==> config.mk <==
export PLATFORM = sky130hd
export DESIGN_NAME = rv_fetch
export DESIGN_NICKNAME = d
export VERILOG_FILES = /design/src/rtl/rv_fetch.sv
export SDC_FILE = /design/constraint.sdc
export NUM_CORES = 1
export LEC_CHECK = 0
export ABC_AREA = 1
export CAP_MARGIN = 15
export CORE_MARGIN = 2
export CORE_UTILIZATION = 37
export CTS_CLUSTER_DIAMETER = 30
export DETAILED_ROUTE_END_ITERATION = 6
export PLACE_DENSITY = 0.74
export SLEW_MARGIN = 5
export SYNTH_ARGS = -nofsm -noshare
export SYNTH_HDL_FRONTEND = slang
export SYNTH_SLANG_ARGS = --single-unit
==> constraint.sdc <==
create_clock -name i_clk -period 1.55 [get_ports i_clk]
set_input_delay 0.2325 -clock i_clk [delete_from_list [all_inputs] [get_ports i_clk]]
set_output_delay 0.2325 -clock i_clk [all_outputs]
set_load 0.1 [all_outputs]
==> src/rtl/rv_fetch.sv <==
// rv_fetch: instruction-fetch stage.
// Holds the fetch PC, drives the instruction-memory request bus, and handles
// redirects from execute and pipeline stalls. The address on the bus stays
// stable until it is acked. A redirect that arrives while a request is pending
// is parked in r_target and applied once the bus accepts the old request.
module rv_fetch #(
  parameter logic [31:0] RESET_VECTOR = 32'h0000_0000
) (
  input  logic        i_clk,
  input  logic        i_reset_n,
  input  logic        i_stall,
  input  logic        i_pc_sel,
  input  logic [31:2] i_pc_target,
  input  logic        i_bus_ack,
  output logic        o_bus_req,
  output logic [31:2] o_bus_addr,
  output logic [31:2] o_pc,
  output logic [31:2] o_pc_p4,
  output logic        o_stall_req
);

  localparam logic [1:0] ST_RESET = 2'd0;
  localparam logic [1:0] ST_RUN   = 2'd1;
  localparam logic [1:0] ST_WAIT  = 2'd2;
  localparam logic [1:0] ST_REDIR = 2'd3;

  logic [1:0]  r_state;
  logic [31:2] r_pc;
  logic [31:2] r_target;

  logic [1:0]  w_nextState;
  logic [31:2] w_nextPc;
  logic [31:2] w_nextTarget;
  logic [31:2] w_pcPlus1;

  assign w_pcPlus1 = r_pc + 30'd1;

  // Outputs depend only on state, r_pc and the ack, never on the redirect target
  always_comb begin
    o_bus_req   = 1'b0;
    o_stall_req = 1'b1;
    o_bus_addr  = r_pc;
    o_pc        = r_pc;
    o_pc_p4     = w_pcPlus1;
    case (r_state)
      ST_RUN: begin
        o_bus_req   = 1'b1;
        o_stall_req = !i_bus_ack;
      end
      ST_WAIT: begin
        o_bus_req   = 1'b1;
        o_stall_req = !i_bus_ack;
      end
      ST_REDIR: begin
        o_bus_req   = 1'b1;
        o_stall_req = 1'b1;
      end
      default: begin
        o_bus_req   = 1'b0;
        o_stall_req = 1'b1;
      end
    endcase
  end

  // Next-state and next-PC selection; a redirect always beats a stall
  always_comb begin
    w_nextState  = r_state;
    w_nextPc     = r_pc;
    w_nextTarget = r_target;
    case (r_state)
      ST_RESET: begin
        w_nextState = ST_RUN;
      end
      ST_RUN, ST_WAIT: begin
        if (i_bus_ack) begin
          w_nextState = ST_RUN;
          if (i_pc_sel) begin
            w_nextPc = i_pc_target;
          end else if (!i_stall) begin
            w_nextPc = w_pcPlus1;
          end
        end else if (i_pc_sel) begin
          w_nextTarget = i_pc_target;
          w_nextState  = ST_REDIR;
        end else begin
          w_nextState = ST_WAIT;
        end
      end
      ST_REDIR: begin
        if (i_bus_ack) begin
          w_nextState = ST_RUN;
          w_nextPc    = i_pc_sel ? i_pc_target : r_target;
        end else if (i_pc_sel) begin
          w_nextTarget = i_pc_target;
        end
      end
      default: begin
        w_nextState = ST_RESET;
      end
    endcase
  end

  // State registers with synchronous active-low reset that overrides any ack
  always_ff @(posedge i_clk) begin
    if (!i_reset_n) begin
      r_state  <= ST_RESET;
      r_pc     <= RESET_VECTOR[31:2];
      r_target <= 30'd0;
    end else begin
      r_state  <= w_nextState;
      r_pc     <= w_nextPc;
      r_target <= w_nextTarget;
    end
  end

endmodule

==> impl_metrics.py <==
metrics = {
    "power": {
        "clkPwrFrac": 0.169,
        "max-vdd-ir-drop_v": 0.0006497,
        "p_sw_frac": 0.4895,
        "total_leakage_power_nw": 3.293,
        "seq_power_share": 0.239,
        "combPwrFrac": 0.592,
        "p_switching_mw": 3.889,
        "intPower_mw": 4.055,
        "finalPower_mw": 7.944,
        "power.density_nw_per_um2": 977.7,
    },
    "detailed_routing": {
        "drcViolationCount": 0,
        "dr.pass1.iters": 5,
        "drtIter0Drc": 493,
        "ant_nets": 0,
        "wirelength_mm": 19.19,
        "vias_per_cell": 5.676,
        "route.detailed.wl_per_inst_um": 21.16,
        "vias": 5148,
    },
    "timing": {
        "tns_ns": -21.61,
        "max_freq_mhz": 442.3,
        "min_period_ns": 2.261,
        "finalHoldViolations": 0,
        "slew_violations": 0,
        "finalSetupViolations": 59,
        "min_period_over_period": 1.459,
        "worstMarginPinSlew_ns": 0.4473,
        "rsz0062_at_grt": "true",
        "finClkSkew_ns": 0.03182,
        "slew-limit-headroom": 0.7018,
        "setup_slack_ns": -0.7110,
    },
    "synthesis": {
        "synth.ff_latch_count": 62,
        "synthTopCellsByCount": "nand2_1, nor2_1, dfxtp_1",
        "syn-num-nets": 600,
        "yosysTopAreaCellShare": 0.3251,
        "synth_area_leaders": "dfxtp_1, nand2_1, nor2_1",
        "synth_area_um2": 3817,
        "synth_cell_type_count": 35,
        "synth_edf_count": 0,
        "avgSynthCellArea_um2": 6.793,
        "async_flop_share": 0,
        "synthFlopType": "dfxtp_1",
        "netlist_instances": 562,
        "ys_seq_area_frac": 0.3251,
        "synth_most_common_cell": "nand2_1",
        "yosys.area.top_type": "dfxtp_1",
        "ys_warn_count": 0,
    },
    "global_route": {
        "antenna_found_initial": 0,
        "grt_pass1_wl_mm": 25.51,
        "grt-ovfl-total": 0,
        "grtUsageTotal": 0.2905,
        "grt_pass1_vias": 4894,
        "grt_max_degree": 53,
    },
    "flow_run": {
        "drv_cap": 0,
    },
    "place": {
        "gp_routability_congestion": 0.8448,
        "post-dp-hpwl_mm": 10.48,
        "dp_slack_ns": -0.6556,
        "placed_cells": 851,
        "place.port_buffers": 126,
    },
    "finish": {
        "final_util": 0.7978,
        "nets": 804,
        "fin_cells": 907,
        "drive_above_1_share": 0.5357,
        "area_growth_pct": 112.8,
        "antenna-diode-count": 0,
        "nFillCells": 537,
    },
    "critical_path": {
        "crit_family": "simple AND/OR/NAND/NOR gates",
        "worstSetupPathType": "reg -> out",
        "cp.depth": 7,
        "crit_buf_inv": 1,
        "worstSetupStartpointType": "flop",
        "critPathCaptureType": "primary output",
        "max_stage_delay_ns": 0.42,
        "reg2reg_depth": 12,
        "slowest_stage": "dfxtp_4",
        "worst_ep_arrival_time_ns": 2.03,
        "cp_cell_sequence": "nand2_1, nor2_1, nand2_1, nor2_1, nand3_2, nand2_4, buf_12",
        "worst-path-max-fanout": 7,
        "cp.required_ns": 1.32,
    },
    "floorplan": {
        "die_area_um2": 11150,
        "die_x_um": 105.6,
        "initial_utilization": 0.3748,
        "io_pins": 127,
        "die_y_um": 105.6,
        "core-area_um2": 10180,
        "num_rows": 37,
    },
    "cts": {
        "clk_pin_slew_ns": 0.08,
        "cts_tree": "done",
        "clock_path_buffers": 2,
        "clk_latency_ns": 0.37,
        "cts_root_buf": "clkbuf_8",
        "cts_made_buffers": 9,
        "hold_buffers": 0,
        "clkSinkCount": 62,
        "htreeDepth": 3,
    },
    "hold_path": {
        "min_path_cells": 3,
        "hold_path_class": "in -> reg",
    },
    "run_status": {
        "violations": "negative setup slack",
        "status": "complete, but fails checks",
    },
}
## metrics by stage
stage          cell area (um2)  hold slack, ns
6_report                  8125          0.4363
5_1_grt                   8125          0.4797
4_1_cts                   7702          0.4389
3_5_place_dp              6945          0.4516
3_3_place_gp              6945          0.4411
2_1_floorplan             4263          0.3240
## power by group through the flow
stage | registers (mW) | logic [mW] | clock network [mW]
finish | 1.90 | 4.70 | 1.34
global route | 1.91 | 4.81 | 1.37
CTS | 1.87 | 4.52 | 1.25
detailed placement | 1.90 | 4.24 | 0
global placement | 1.89 | 4.19 | 0
floorplan | 2.56 | 1.97 | 0
## repair_timing
item | in CTS | in global routing
resized for setup | 104 | 90
cloned | 5 | 0
buffers inserted | 21 | 24
endpoints found under the setup margin | 59 | 60
pin swaps | 27 | 37
## cell usage in the layout, fill, tap and decap left out, drive strengths merged
master,n
a311oi,1
clkdlybuf4s50,33
clkinv,6
clkinvlp,3
xor2,9
nor3,1
and2,3
nand3b,6
nand4,2
nand3,14
buf,213
nand2,113
a21oi,37
nor2,122
a22o,21
a22oi,1
dlygate4sd2,1
a2111oi,1
a211oi,6
a221oi,1
ha,3
dfxtp,62
o21ai,60
xnor2,6
inv,36
clkbuf,10
## worst reg2reg max path: stages, from the launching register on
cell	delay (ns)
dfxtp_4	0.41
nand2_1	0.13
nor2_1	0.17
nand2_1	0.12
nor2_4	0.22
nand2_1	0.13
nand2_2	0.10
nand2_4	0.07
buf_4	0.14
buf_6	0.11
buf_6	0.11
nand2_1	0.07
a21oi_1	0.08
## final timing paths
check                      start              to  slack, ns
setup / recovery  o_bus_addr[19]     o_pc_p4[29]      -0.71
hold / removal    i_pc_target[4]     r_target[4]       0.44
setup reg to reg  o_bus_addr[10]  o_bus_addr[31]      -0.47
hold reg to reg      r_target[5]     r_target[5]       0.48
## flip-flops by register name (all words and copies together) (netlist names)
signal and flops:
r_state 2, r_target 30, o_bus_addr 30
## logic make-up (layout without fill, tap and decap cells)
group,Yosys count,after routing,share of synthesized area
flops,62,62,0.3251
buf+inv,94,302,0.1262
fa+ha+maj,3,3,0.009834
xor+xnor,15,15,0.04425
compound gates,128,128,0.1970
simple gates,260,261,0.2976
## final cells by class
| type | count | area [um2] | area share |
|---|---|---|---|
| Clock buffer | 10 | 127.6 | 0.01571 |
| Clock inverter | 6 | 38.79 | 0.004774 |
| Inverter | 39 | 167.7 | 0.02063 |
| Multi-Input combinational cell | 407 | 2933 | 0.3609 |
| Sequential cell | 62 | 1329 | 0.1635 |
| Tap cell | 136 | 170.2 | 0.02094 |
| Timing Repair Buffer | 247 | 3359 | 0.4135 |
## routing by layer
| layer | vias to the layer above | part of all wire | GRT usage |
|---|---|---|---|
| met2 | 394 | 0.48 | 0.5005 |
| met1 | 2421 | 0.36 | 0.3474 |
| met5 | - | 0 | 0 |
| met4 | 0 | 0.067 | 0.1391 |
| li1 | 2216 | - | - |
| met3 | 117 | 0.091 | 0.05442 |
Note: power is estimated with default switching activity, not from simulation.
